`config.mk`:
```
export PLATFORM = sky130hd
export DESIGN_NAME = masked_sbox_out_reg
export DESIGN_NICKNAME = d
export VERILOG_FILES = /design/src/rtl/masked_sbox_out_reg.sv
export SDC_FILE = /design/constraint.sdc
export NUM_CORES = 1
export LEC_CHECK = 0
export ABC_CLOCK_PERIOD_IN_PS = 2600
export BUFFER_PORTS_ARGS = -buffer_cell sky130_fd_sc_hd__buf_2
export CAP_MARGIN = 10
export CORE_MARGIN = 5
export CORE_UTILIZATION = 37
export CTS_BUF_LIST = sky130_fd_sc_hd__clkbuf_4 sky130_fd_sc_hd__clkbuf_8 sky130_fd_sc_hd__clkbuf_16
export DETAILED_ROUTE_END_ITERATION = 8
export SYNTH_ARGS = -nofsm -noshare
export SYNTH_HDL_FRONTEND = slang
export SYNTH_SLANG_ARGS = --single-unit
```
`constraint.sdc`:
```
create_clock -name clk -period 2.6 [get_ports clk]
set_input_delay 0.26 -clock clk [delete_from_list [all_inputs] [get_ports clk]]
set_output_delay 0.26 -clock clk [all_outputs]
set_load 0.005 [all_outputs]
```
`src/rtl/masked_sbox_out_reg.sv`:
```
// masked_sbox_out_reg
//   Register stage after the 5-share masked S-box layer of the threshold
//   implementation PRINCE datapath. It forms a glitch-stopping register boundary
//   for all five output shares. It also decouples the S-box layer from the
//   following linear layer through a 2-entry valid/ready skid buffer.
//
//   state | meaning
//   ------+----------------------------------------------
//   EMPTY | nothing held, out_valid = 0
//   ONE   | main register M valid and driving out_*
//   TWO   | M valid, skid register S holds the next set
//
// Parameters
//   WIDTH     bits per share (4 x number of S-boxes)
//
// Ports
//   clk, rst              clock (rising edge) and synchronous active-high reset
//   in_valid / in_ready   upstream handshake; in_ready comes from the state register
//   in_v..in_z            the five S-box output shares
//   out_valid / out_ready downstream handshake
//   out_v..out_z          registered shares held in M
//   occupancy             number of entries held (0..2)
//   rnd                   only present with PRINCE_SBOX_REMASK_EN: 4*WIDTH bits of
//                         fresh randomness, applied as a remask on every capture
//
// Optional feature macro: PRINCE_SBOX_REMASK_EN
module masked_sbox_out_reg #(
  parameter int WIDTH = 64
) (
  input  logic               clk,
  input  logic               rst,
  input  logic               in_valid,
  output logic               in_ready,
  input  logic [WIDTH-1:0]   in_v,
  input  logic [WIDTH-1:0]   in_w,
  input  logic [WIDTH-1:0]   in_x,
  input  logic [WIDTH-1:0]   in_y,
  input  logic [WIDTH-1:0]   in_z,
`ifdef PRINCE_SBOX_REMASK_EN
  input  logic [4*WIDTH-1:0] rnd,
`endif
  output logic               out_valid,
  input  logic               out_ready,
  output logic [WIDTH-1:0]   out_v,
  output logic [WIDTH-1:0]   out_w,
  output logic [WIDTH-1:0]   out_x,
  output logic [WIDTH-1:0]   out_y,
  output logic [WIDTH-1:0]   out_z,
  output logic [1:0]         occupancy
);

  localparam int NSH = 5;

  // The encoding equals the occupancy count.
  typedef enum logic [1:0] {
    EMPTY = 2'd0,
    ONE   = 2'd1,
    TWO   = 2'd2
  } state_t;

  state_t           state_q, state_d;
  logic [WIDTH-1:0] in_sh  [NSH];
  logic [WIDTH-1:0] cap_sh [NSH];
  logic [WIDTH-1:0] m_q    [NSH];
  logic [WIDTH-1:0] m_d    [NSH];
  logic [WIDTH-1:0] s_q    [NSH];
  logic [WIDTH-1:0] s_d    [NSH];
  logic             push, pop;

  assign in_sh[0] = in_v;
  assign in_sh[1] = in_w;
  assign in_sh[2] = in_x;
  assign in_sh[3] = in_y;
  assign in_sh[4] = in_z;

  // Value written into M or S on a push. The remask XORs only randomness into
  // each share. Share z receives all four masks, so the XOR of the five shares
  // is unchanged. Shares are never combined with one another here.
`ifdef PRINCE_SBOX_REMASK_EN
  logic [WIDTH-1:0] r0, r1, r2, r3;
  assign r0 = rnd[WIDTH-1:0];
  assign r1 = rnd[2*WIDTH-1:WIDTH];
  assign r2 = rnd[3*WIDTH-1:2*WIDTH];
  assign r3 = rnd[4*WIDTH-1:3*WIDTH];

  always_comb begin
    cap_sh[0] = in_sh[0] ^ r0;
    cap_sh[1] = in_sh[1] ^ r1;
    cap_sh[2] = in_sh[2] ^ r2;
    cap_sh[3] = in_sh[3] ^ r3;
    cap_sh[4] = in_sh[4] ^ r0 ^ r1 ^ r2 ^ r3;
  end
`else
  always_comb begin
    for (int i = 0; i < NSH; i++) begin
      cap_sh[i] = in_sh[i];
    end
  end
`endif

  // in_ready depends only on the state register; rst masks it so nothing is
  // offered as accepted while reset is asserted.
  assign in_ready  = (state_q != TWO) & ~rst;
  assign out_valid = (state_q != EMPTY);
  assign occupancy = state_q;
  assign push      = in_valid & in_ready;
  assign pop       = out_valid & out_ready;

  always_comb begin
    state_d = state_q;
    for (int i = 0; i < NSH; i++) begin
      m_d[i] = m_q[i];
      s_d[i] = s_q[i];
    end
    unique case (state_q)
      EMPTY: begin
        if (push) begin
          state_d = ONE;
          for (int i = 0; i < NSH; i++) m_d[i] = cap_sh[i];
        end
      end
      ONE: begin
        if (push && pop) begin
          for (int i = 0; i < NSH; i++) m_d[i] = cap_sh[i];
        end else if (push) begin
          state_d = TWO;
          for (int i = 0; i < NSH; i++) s_d[i] = cap_sh[i];
        end else if (pop) begin
          state_d = EMPTY;
        end
      end
      TWO: begin
        // The S to M move applies no new mask.
        if (pop) begin
          state_d = ONE;
          for (int i = 0; i < NSH; i++) m_d[i] = s_q[i];
        end
      end
      default: state_d = EMPTY;
    endcase
  end

  always_ff @(posedge clk) begin
    if (rst) begin
      state_q <= EMPTY;
      for (int i = 0; i < NSH; i++) begin
        m_q[i] <= '0;
        s_q[i] <= '0;
      end
    end else begin
      state_q <= state_d;
      for (int i = 0; i < NSH; i++) begin
        m_q[i] <= m_d[i];
        s_q[i] <= s_d[i];
      end
    end
  end

  assign out_v = m_q[0];
  assign out_w = m_q[1];
  assign out_x = m_q[2];
  assign out_y = m_q[3];
  assign out_z = m_q[4];

endmodule

```
==> reports/results.ini <==
[outcome]
outcome=complete, no violations

[synthesis]
ys_top_cells_by_area=dfxtp_1, a211oi_2, mux2i_1
syn_nets=3333
synth_top_cell_by_area=dfxtp_1
yosysSeqAreaShare_pct=43.3
synth_warnings=0
syn-mean-instance-area_um2=9.87
ys_ff_latch=642
synth_top_cell_area_share_pct=43.3
synth_area_um2=29700
syn_inst=3009
ys_types=27

[place]
place.gp.congestion=0.800
port_buffers=647
dp_hpwl_um=65300
placed_area_um2=33700
dp_cells=4395

[power]
pwr-share-comb_pct=15.2
swShare_pct=26.8
switching_power_uw=6850
seq_power_share_pct=41.7
report.power.total_uw=25500
pwr_density_cell_nw_per_um2=645
clock_power_share_pct=43.1
vdd_drop_max_v=0.000393
power_leakage_uw=0.0165
p_int_uw=18700

[floorplan]
chipWidth_um=293
core-area_um2=80000
fp.dieH_um=293
initial_utilization_pct=37.1
fp.dieArea_um2=86000
rows=104
io_pins=648

[finish]
nets=4057
layout_commonest_cell=buf_2
final_cell_mix=buf_2, dfxtp_1, dlygate4sd3_1
final_area_um2=39600
synthToLayoutAreaGrowth_pct=33.2
utilization_pct=49.4
final_cells=4854
drive_gt1_share_pct=31.6

[routing]
totalWireLength_um=107000
viasPerCell=5.80
vias=28143
drt_iter0_markers=2616
drc=0
drtPass1Iterations=5
detail_route.wl_per_cell_um=22.1
ant_nets=0

[cts]
htree_levels=3
clk_latency_ns=0.61
numCtsBuffers=73
cts-root-buf=clkbuf_16
cts_tree=built
clkTransAtPathRegs_ns=0.06
cts_buffer_depth=3
cts.sinks=642
ctsResizeCount=0

[worst_setup_path]
worstReg2RegStart=occupancy[0]
rr_endpoint=m_q[0][196]
worstSetupEndpoint=m_q[0][196]
start_kind=flop
reg2reg_slack_ns=0.35
critPathArrivalTime_ns=2.71
worst-path-max-fanout=17
critPathRequiredTime_ns=3.05
worstRegToRegCells=6
end_kind=flop
path_class=reg2reg
startpoint=occupancy[0]

[global_routing]
track_usage_pct=23.2
grt_pass1_wl_um=164000
overflow=0
grt_pass1_vias=27397
grt_max_degree=177
grt_antenna_before_repair=2

[sta]
min_period_ns=2.25
maxSlewHeadroom_pct=29.2
rsz0062_at_grt=no
fin_skew_ns=0.0183
worst_pin_slew_ns=1.06
finalSetupTns_ns=0
finalSetupViolCount=0
slew_violations=0
max_freq_mhz=444
hold_viol=0
period_share_pct=86.6

[hold_path]
hold_class=in2reg

[run]
cap_viol_max_count=0

synth_stat cells:
cell       count
inv_2          1
nand4bb_1      1
mux2i_1      321
nor4bb_1       1
nand2b_1       2
o21a_1         1
o21ai_0      320
nand3b_1       1
dfxtp_1      642
a21oi_1      321
or2_2          1
buf_6         33
and3b_1        1
a211oi_2     300
and2_1         1
nor2_1         1
buf_1          2
nand2_1        1
a311oi_1     320
clkbuf_1     286
buf_4          5
nand3_1      320
or3b_2         1
a211oi_1      21
nor2_2         1
a31o_1         1
buf_2        103
cell families (layout without fill, tap and decap cells):
family	count (synthesis)	after routing	synth area share (%)
other cells	0	4	0
compound gates	1284	1284	33.5
mux	321	321	10.8
buf+inv	430	1211	6.77
flops	642	642	43.3
simple gates	332	332	5.68
registers in the layout, indices dropped and copies added, names as in the netlist:
name       flops
m_q          320
occupancy      2
s_q          320
power groups by stage:
| stage | sequential (uW) | clock [uW] | combinational, uW |
|---|---|---|---|
| 2_1_floorplan | 10800 | 0 | 2070 |
| 3_3_place_gp | 10900 | 0 | 3430 |
| 3_5_place_dp | 10900 | 0 | 3470 |
| 4_1_cts | 10600 | 11200 | 3870 |
| 5_1_grt | 10700 | 11600 | 4170 |
| 6_report | 10600 | 11000 | 3880 |
worst max-delay path, stage by stage, from the launching register on:
cell and delay [ns]:
dfxtp_1 0.60, nand2b_4 0.23, buf_4 0.40, buf_12 0.24, buf_12 0.18, mux2i_1 0.32, a211oi_2 0.11
through the flow:
step | setup slack (ns) | hold slack, ns
2_1_floorplan | 0.975 | 0.333
3_3_place_gp | 0.475 | 0.459
3_5_place_dp | 0.428 | 0.465
4_1_cts | 0.291 | 0.148
5_1_grt | 0.236 | 0.185
6_report | 0.347 | 0.196
how the worst min path moves through the flow:
stage	from	endpoint	depth (start not counted)
4_1_cts	in_valid	m_q[0][291]	3
3_5_place_dp	s_q[0][312]	s_q[0][312]	2
6_report	in_valid	m_q[0][293]	3
2_1_floorplan	out_ready	occupancy[1]	1
5_1_grt	in_valid	occupancy[0]	4
3_3_place_gp	s_q[0][104]	s_q[0][104]	2
final cells by class:
| type | instances | area, um2 |
|---|---|---|
| well taps | 1060 | 1330 |
| multi-input cells | 1937 | 14900 |
| inverters | 1 | 11.3 |
| fillers | 7223 | 40500 |
| repair buffers | 1078 | 7880 |
| clock buffers | 106 | 2210 |
| flip-flops and latches | 642 | 12900 |
| diodes | 4 | 10.0 |
| clock inverters | 26 | 364 |
per-layer routing:
| layer | up-vias | share of wire, % | GRT usage (%) |
|---|---|---|---|
| li1 | 13115 | - | - |
| met2 | 1135 | 46 | 36.8 |
| met3 | 180 | 7.7 | 4.38 |
| met1 | 13713 | 42 | 31.4 |
| met5 | - | 0 | 0 |
| met4 | 0 | 3.5 | 8.66 |
what timing repair did:
action / CTS / global route
hold buffers: 322 / 0
buffers inserted: 1 / 0
hold endpoints to repair: 334 / 0
setup endpoints to repair: 1 / 0
No activity file was read; power rests on OpenSTA's default activity.
